File: src/rtl/bank_pkg.sv
// Shared bank queue definitions: default sizes, dispatcher states, ticket wrap helper.
package bank_pkg;

  localparam int NUM_TELLERS = 3;
  localparam int TICKET_MAX  = 99;
  localparam int QDEPTH      = 7;
  localparam int TICKET_W    = 7;

  typedef enum logic [1:0] {
    ST_IDLE  = 2'd0,
    ST_GRANT = 2'd1,
    ST_HOLD  = 2'd2
  } state_t;

  // Next ticket number; wraps from max back to 1 (0 is reserved for "none").
  function automatic logic [TICKET_W-1:0] ticket_inc(input logic [TICKET_W-1:0] t,
                                                     input logic [TICKET_W-1:0] max);
    return (t >= max) ? TICKET_W'(1) : t + TICKET_W'(1);
  endfunction

endpackage

File: src/rtl/rr_arbiter.sv
// Three-way round-robin arbiter: first requester after the last winner wins.
module rr_arbiter (
  input  logic [2:0] req,
  input  logic [1:0] last,
  output logic [2:0] gnt,
  output logic [1:0] idx,
  output logic       any
);

  logic [1:0] start;
  int         p;

  // Walk the three slots starting just past the previous winner.
  always_comb begin
    gnt   = '0;
    idx   = '0;
    any   = 1'b0;
    p     = 0;
    start = (last >= 2'd2) ? 2'd0 : last + 2'd1;
    for (int k = 0; k < 3; k++) begin
      p = int'(start) + k;
      if (p >= 3) p = p - 3;
      if (!any && req[p]) begin
        gnt[p] = 1'b1;
        idx    = 2'(p);
        any    = 1'b1;
      end
    end
  end

endmodule

File: src/rtl/teller_dispatcher.sv
// Issues tickets, counts waiting customers and dispatches the oldest ticket
// to a free teller, holding each call on the display for ANNOUNCE_CYC cycles.
module teller_dispatcher #(
  parameter int NUM_TELLERS  = bank_pkg::NUM_TELLERS,
  parameter int QDEPTH       = bank_pkg::QDEPTH,
  parameter int TICKET_MAX   = bank_pkg::TICKET_MAX,
  parameter int ANNOUNCE_CYC = 4
) (
  input  logic                   clock,
  input  logic                   reset,
  input  logic                   arrive,
  input  logic [NUM_TELLERS-1:0] teller_en,
  input  logic [NUM_TELLERS-1:0] teller_done,
  output logic                   call_valid,
  output logic [1:0]             call_teller,
  output logic [6:0]             call_ticket,
  output logic [NUM_TELLERS-1:0] teller_busy,
  output logic [3:0]             waiting,
  output logic                   empty,
  output logic                   full,
  output logic                   overflow
);
  import bank_pkg::*;

  localparam int HCW = (ANNOUNCE_CYC > 1) ? $clog2(ANNOUNCE_CYC) : 1;

  state_t                 state, state_nxt;
  logic [HCW-1:0]         hold_cnt;
  logic                   hold_done;
  logic [6:0]             next_issue, next_call;
  logic [1:0]             last;
  logic [NUM_TELLERS-1:0] free, gnt_oh;
  logic [1:0]             gnt_idx;
  logic                   gnt_any;
  logic                   grant, accept;

  // A teller released this edge still reads busy here, so it cannot win now.
  assign free      = teller_en & ~teller_busy;
  assign empty     = (waiting == '0);
  assign full      = (waiting == 4'(QDEPTH));
  assign accept    = arrive & ~full;
  assign hold_done = (hold_cnt == HCW'(ANNOUNCE_CYC - 1));

  rr_arbiter u_arb (
    .req  (free),
    .last (last),
    .gnt  (gnt_oh),
    .idx  (gnt_idx),
    .any  (gnt_any)
  );

  // Next-state: dispatch from IDLE, one GRANT cycle, then the announce hold.
  always_comb begin
    state_nxt = state;
    grant     = 1'b0;
    unique case (state)
      ST_IDLE: begin
        if (!empty && gnt_any) begin
          state_nxt = ST_GRANT;
          grant     = 1'b1;
        end
      end
      ST_GRANT: state_nxt = ST_HOLD;
      ST_HOLD:  if (hold_done) state_nxt = ST_IDLE;
      default:  state_nxt = ST_IDLE;
    endcase
  end

  // State register.
  always_ff @(posedge clock) begin
    if (reset) state <= ST_IDLE;
    else       state <= state_nxt;
  end

  // Counts cycles spent in HOLD; parked at zero elsewhere.
  always_ff @(posedge clock) begin
    if (reset || state != ST_HOLD) hold_cnt <= '0;
    else if (!hold_done)           hold_cnt <= hold_cnt + 1'b1;
  end

  // Ticket counters, queue occupancy, display registers and busy flags.
  always_ff @(posedge clock) begin
    if (reset) begin
      call_valid  <= 1'b0;
      call_teller <= '0;
      call_ticket <= '0;
      teller_busy <= '0;
      waiting     <= '0;
      overflow    <= 1'b0;
      next_issue  <= 7'd1;
      next_call   <= 7'd1;
      last        <= 2'd2;
    end else begin
      call_valid <= grant;
      overflow   <= arrive & full;
      if (accept) next_issue <= ticket_inc(next_issue, 7'(TICKET_MAX));
      // Arrival and grant on the same edge cancel out.
      case ({accept, grant})
        2'b10:   waiting <= waiting + 4'd1;
        2'b01:   waiting <= waiting - 4'd1;
        default: waiting <= waiting;
      endcase
      if (grant) begin
        call_ticket <= next_call;
        call_teller <= gnt_idx + 2'd1;
        last        <= gnt_idx;
        next_call   <= ticket_inc(next_call, 7'(TICKET_MAX));
      end
      // Done pulses and unstaffing release; the winner is marked busy.
      teller_busy <= (teller_busy & teller_en & ~teller_done) | (grant ? gnt_oh : '0);
    end
  end

endmodule
File: config.mk
export PLATFORM = sky130hd
export DESIGN_NAME = teller_dispatcher
export DESIGN_NICKNAME = d
export VERILOG_FILES = /design/src/rtl/bank_pkg.sv /design/src/rtl/rr_arbiter.sv /design/src/rtl/teller_dispatcher.sv
export SDC_FILE = /design/constraint.sdc
export NUM_CORES = 1
export LEC_CHECK = 0
export ABC_AREA = 1
export ABC_CLOCK_PERIOD_IN_PS = 2210
export CELL_PAD_IN_SITES_DETAIL_PLACEMENT = 1
export CELL_PAD_IN_SITES_GLOBAL_PLACEMENT = 1
export CORE_ASPECT_RATIO = 0.5
export CORE_MARGIN = 5
export CORE_UTILIZATION = 25
export CTS_CLUSTER_DIAMETER = 50
export DETAILED_ROUTE_END_ITERATION = 6
export GPL_ROUTABILITY_DRIVEN = 1
export PLACE_DENSITY = 0.69
export SKIP_LAST_GASP = 1
export SLEW_MARGIN = 20
export SYNTH_ARGS = -nofsm -noshare
export SYNTH_HDL_FRONTEND = slang
export SYNTH_SLANG_ARGS = --single-unit
File: constraint.sdc
create_clock -name clock -period 2.21 [get_ports clock]
set_input_delay 0.442 -clock clock [delete_from_list [all_inputs] [get_ports clock]]
set_output_delay 0.442 -clock clock [all_outputs]
set_load 0.02 [all_outputs]
==> results of run 1 <==
==> registers in the layout, indices dropped and copies added, names as in the netlist <==
signal       flops
call_ticket      7
next_call        7
waiting          4
teller_busy      3
call_teller      2
hold_cnt         2
last             2
state            2
call_valid       1
overflow         1
==> power by group through the flow <==
stage / logic [mW] / registers [mW] / clock network, mW
floorplan: 1.07 / 0.957 / 0
global placement: 1.61 / 0.874 / 0
detailed placement: 1.65 / 0.883 / 0
CTS: 1.75 / 0.885 / 0.812
global route: 2.11 / 0.914 / 0.840
finish: 1.90 / 0.890 / 0.791
==> stage by stage <==
stage,hold slack (ns),std cells,setup slack (ns)
3_5_place_dp,0.463,343,-0.528
2_1_floorplan,0.438,222,-0.0603
3_3_place_gp,0.447,343,-0.391
4_1_cts,0.470,359,0.0216
5_1_grt,0.465,367,-0.0155
6_report,0.448,367,0.113
==> worst max-delay path, cell delays in order, from the launching register on <==
cell	delay (ns)
dfxtp_4	0.36
nor2_2	0.18
nand2_1	0.10
nand3_2	0.10
nand3_2	0.10
nand2_4	0.07
inv_2	0.04
ha_4	0.16
ha_4	0.21
nand2_2	0.07
nand2_2	0.07
a21oi_4	0.15
nor2_1	0.06
nor2_1	0.08
nand2_1	0.07
o21ai_1	0.12
a21oi_1	0.05
==> layer usage <==
layer / part of all wire (%) / track usage [%]
met1: 45 / 14.7
met3: 2.7 / 2.46
met5: 0 / 0
met2: 51 / 21.0
met4: 0.98 / 3.27
==> path summary, 6_finish.rpt <==
path                            slack [ns]                        start  cells after the start                     endpoint
worst min register to register        0.46  call_ticket[0]$_SDFFE_PP0P_                      2  call_ticket[0]$_SDFFE_PP0P_
worst max register to register        0.11         last[0]$_SDFFE_PP0P_                     16      waiting[3]$_SDFFE_PP0P_
worst min-delay path                  0.45                 teller_en[0]                      3    teller_busy[0]$_SDFF_PP0_
worst max-delay path                  0.11         last[0]$_SDFFE_PP0P_                     16      waiting[3]$_SDFFE_PP0P_
==> layout make-up <==
cell class | instances | area, um2 | share of cell area (%)
Clock buffer | 5 | 125 | 5.11
Clock inverter | 3 | 43.8 | 1.79
Inverter | 30 | 113 | 4.60
Multi-Input combinational cell | 155 | 935 | 38.2
Sequential cell | 31 | 644 | 26.3
Tap cell | 88 | 110 | 4.50
Timing Repair Buffer | 55 | 477 | 19.5
==> cells by family (layout without fill, tap and decap cells) <==
family / Yosys count / count (layout) / share of synthesized area, %
adder cells (fa/ha/maj): 6 / 6 / 5.08
buffers and inverters: 36 / 93 / 10.2
AND/OR/NAND/NOR: 108 / 108 / 31.0
flip-flops: 31 / 31 / 38.2
AO/OA/AOI/OAI: 35 / 35 / 12.3
XOR/XNOR: 6 / 6 / 3.24
==> layout by cell type (no fill, tap or decap), drive strengths merged, types with 2 or more instances in the layout <==
master / synthesis / layout
ha: 5 / 5
nand2: 61 / 61
buf: 4 / 27
nor3: 3 / 3
clkinv: 0 / 2
dfxtp: 31 / 31
a21oi: 21 / 21
inv: 30 / 30
xor2: 4 / 4
o211ai: 3 / 3
o21ai: 10 / 10
xnor2: 2 / 2
nand4: 4 / 4
nor2: 25 / 25
nand3b: 3 / 3
nand3: 10 / 10
clkdlybuf4s50: 0 / 25
clkbuf: 2 / 6
==> timing repair <==
item	in CTS	in global routing
setup buffers	8	8
setup endpoints to repair	3	3
resized for setup	10	20
gates cloned	0	0
pin swaps	3	11
==> metrics, run 1 <==
initial antenna violation count=0; largest area contributor in the netlist=dfxtp_1; Synth top cells by count=nand2_1, dfxtp_1, inv_1, nor2_1, a21oi_1; hold-fix buffers at CTS=0; routability-driven placement congestion ratio=0.832; final setup skew=0.00588 ns; Finished Cell Area=2450 um2; crit end category=flip-flop; post-DP HPWL=3170 um; nets@finish=293; final hold viol count=0; clock sink total=31; vias in the first global route=1604; most frequent cell after synthesis=nand2_1; Clk pin slew, worst setup/hold paths=0.06 ns; Tightest Pin Transition=0.409 ns; via count=1599; Mapped Area=1620 um2; CP Max Fanout=4; gr ovfl total=0; largest cells by area after synthesis=dfxtp_1, nand2_1, a21oi_1; switch share=41.0%; WP data arrival=2.26 ns; final worst path period share=94.9%; Main synth FF type=dfxtp_1; worst setup path class=flip-flop to flip-flop; Net Sw Power=1.47 mW; fraction of registers with async set/reset=0%; register area share after synthesis=38.2%; Sequential Power Share=24.8%; P per Cell Area=1460 nW/um2; Yosys reg bits=31; Max Freq=477 MHz; Final Util=39.6%; top cell type's share of synthesized area=38.2%; Hold Path Class=primary input to flip-flop; Final Critical Period=2.10 ns; Tot Pwr=3.58 mW; Starting DRT DRC Count=44; WL per Instance=12.8 um; DRC Markers=0; Layout area overhead=50.7%; Pre-Repair DR Iteration Count=4; CTS tree=done; area of the core=6180 um2; all-layer global routing usage=11.9%; EDFF count, synth=0; Clk pwr share=22.1%; Die X=124 um; mean area per synthesized cell=7.32 um2; Cells after Synth=222; share of cells above drive strength 1=29.4%; maximum VDD drop=0.410 mV; FP Rows=20; io pins=29; CTS Buf Count=5; element type at the critical path start=flip-flop; final setup vio count=0; TNS Setup=0 ns; # fillers=765; slew margin rel.=72.7%; vias per inst=4.36; initial core utilization=26.3%; Req. time, crit path=2.37 ns; yosys warns=0; Detailed Route WL=4710 um; Die H=67.0 um; PortBufs=28; Clock Latency Late Sink=0.28 ns; largest net degree at the start of global routing=20; Slew Viols, Final=0; Gate power share=53.1%; htree depth=2; P_leak=1.03 nW; distinct cell type count after synthesis=28; Mapped Nets=237; first-pass GRT wire length=7650 um; Max Cap Viol=0; Placed Area=2100 um2; status=finished, final reports clean; maximum root-to-sink buffer count=2; remaining antenna violation count after routing=0; CTS root buf=clkbuf_16; # diodes=0; internal power=2.11 mW; die area=8310 um2
No activity file was read; power rests on OpenSTA's default activity.
==> run 2: changes to the inputs <==
CORE_MARGIN = 10   (was 5)
SETUP_SLACK_MARGIN = 0.2   (was unset)
==> run 2 against run 1 <==
  * Cell area up 4.0%
  * First-iteration DRC count up 18%
  * Maximum frequency shrank 3.4%
  * Power is 3.6% higher
  * Routed wire length is 14% higher
  * Register-to-register slack lost 0.05 ns
  * Via count up 4.1%
  * Flip-flop and latch count did not move
  * Sequential power rose by 2%
  * Global-route usage shrank 2.0 points
  * Sequential share of layout area fell by 0.92 points
==> metrics, run 2 (synthesis results as in run 1) <==
CTS tree=done; most frequent CP cell=nand2_1; initial antenna violation count=0; htree depth=2; most frequent cells in the layout=nand2_1, clkdlybuf4s50_1, dfxtp_1, nor2_1, inv_1; Max Freq=461 MHz; WP data arrival=2.33 ns; Pre-Repair DR Iteration Count=4; CTS Buf Count=5; vias per inst=4.54; Req. time, crit path=2.37 ns; slowest stage cell, crit path=ha_4; first-pass GRT wire length=8450 um; area of the core=6180 um2; Final Critical Period=2.17 ns; io pins=29; P_leak=1.06 nW; final setup skew=0.00361 ns; all-layer global routing usage=9.88%; WL per Instance=14.6 um; maximum root-to-sink buffer count=2; clock sink total=31; CP Max Fanout=3; Crit path largest cell delay=0.20 ns; critical path buffer and inverter count=4; Clk pin slew, worst setup/hold paths=0.05 ns; maximum VDD drop=0.331 mV; placed cell count=343; final hold viol count=0; gr ovfl total=0; post-DP HPWL=3440 um; Non-Filler Instances=367; nets@finish=293; remaining antenna violation count after routing=0; Die H=77.0 um; Detailed Route WL=5340 um; element type at the critical path start=primary input; crit end category=flip-flop; CTS root buf=clkbuf_16; final setup vio count=0; status=finished, final reports clean; vias in the first global route=1718; # diodes=0; Max Cap Viol=0; P per Cell Area=1460 nW/um2; CP cell instances=buf_2 > buf_6 > inv_12 > nor2_4 > nand2_2 > nand2_2 > nor2_4 > nand3_2 > nand2_4 > inv_4 > ha_4 > ha_4 > nand2_1 > nand2_1 > a21oi_2 > nor2_1 > nor2_1 > nand2_1 > o21ai_1 > a21oi_1; Layout area overhead=56.8%; share of cells above drive strength 1=33.0%; Clock Latency Late Sink=0.27 ns; hold-fix buffers at CTS=0; RSZ-0062 raised after global routing=true; worst setup path class=primary input to flip-flop; Slew Viols, Final=0; DRC Markers=0; Tightest Pin Transition=0.461 ns; via count=1665; largest net degree at the start of global routing=20; TNS Setup=0 ns; Largest regs=call_ticket (7), next_call (7), waiting (4); slew margin rel.=69.2%; Hold Path Class=flip-flop to flip-flop; critical path's top delay family=simple AND/OR/NAND/NOR gates; final worst path period share=98.2%; commonest non-fill, non-tap cell in the layout=nand2_1; initial core utilization=26.3%; FP Rows=20; Die X=134 um; die area=10300 um2; routability-driven placement congestion ratio=0.798; PortBufs=28; Starting DRT DRC Count=52
-- run 2: timing repair --
item,4_1_cts,5_1_grt
setup endpoints to repair,5,6
buffers inserted,12,4
pin swaps,12,10
resized for setup,22,22
-- run 2: metrics by stage --
| step | hold WS, ns | power, mW | area [um2] | util, % | setup slack (ns) |
|---|---|---|---|---|---|
| global route | 0.491 | 3.98 | 2550 | 41.2 | -0.136 |
| CTS | 0.470 | 3.57 | 2450 | 39.6 | 0.137 |
| floorplan | 0.438 | 2.08 | 1720 | - | -0.0402 |
| global placement | 0.447 | 2.55 | 2140 | 34.6 | -0.486 |
| finish | 0.468 | 3.71 | 2550 | 41.2 | 0.0391 |
| detailed placement | 0.461 | 2.60 | 2140 | 34.6 | -0.581 |
-- run 2: worst paths after layout --
check                                               from                  endpoint  slack [ns]  depth (start not counted)
worst max-delay path                        teller_en[0]   waiting[3]$_SDFFE_PP0P_        0.04                         20
worst min-delay path            hold_cnt[1]$_SDFFE_PP0P_  hold_cnt[1]$_SDFFE_PP0P_        0.47                          2
worst max register to register      last[0]$_SDFFE_PP0P_   waiting[3]$_SDFFE_PP0P_        0.06                         18
worst min register to register  hold_cnt[1]$_SDFFE_PP0P_  hold_cnt[1]$_SDFFE_PP0P_        0.47                          2
-- run 2: power breakdown --
part | switching [mW] | internal [mW] | total [mW]
logic | 1.15 | 0.846 | 2.00
registers | 0.168 | 0.740 | 0.909
clock network | 0.246 | 0.555 | 0.801
-- run 2: final cells by class --
type | instances | area (um2)
Fill cell | 735 | 3630
Multi-Input combinational cell | 155 | 971
Sequential cell | 31 | 647
Timing Repair Buffer | 55 | 504
Clock buffer | 8 | 179
Inverter | 30 | 135
Tap cell | 88 | 110
-- run 2: worst reg2reg max path, cell delays in order, from the launching register on --
cell	delay (ns)
dfxtp_4	0.37
inv_4	0.06
nor2_4	0.04
nand2_2	0.09
nand2_2	0.08
nor2_4	0.13
nand3_2	0.09
nand2_4	0.09
inv_4	0.04
ha_4	0.17
ha_4	0.20
nand2_1	0.05
nand2_1	0.06
a21oi_2	0.16
nor2_1	0.06
nor2_1	0.09
nand2_1	0.08
o21ai_1	0.13
a21oi_1	0.05
-- run 2: per-layer routing --
| metal | GRT usage, % | share of wire, % | vias up | wire (um) |
|---|---|---|---|---|
| met1 | 10.7 | 42 | 815 | 2250 |
| met4 | 3.67 | 1.6 | 0 | 88 |
| met3 | 1.89 | 2.1 | 9 | 114 |
| met2 | 18.7 | 54 | 14 | 2890 |
| met5 | 0 | 0 | - | 0 |
| li1 | - | - | 827 | - |
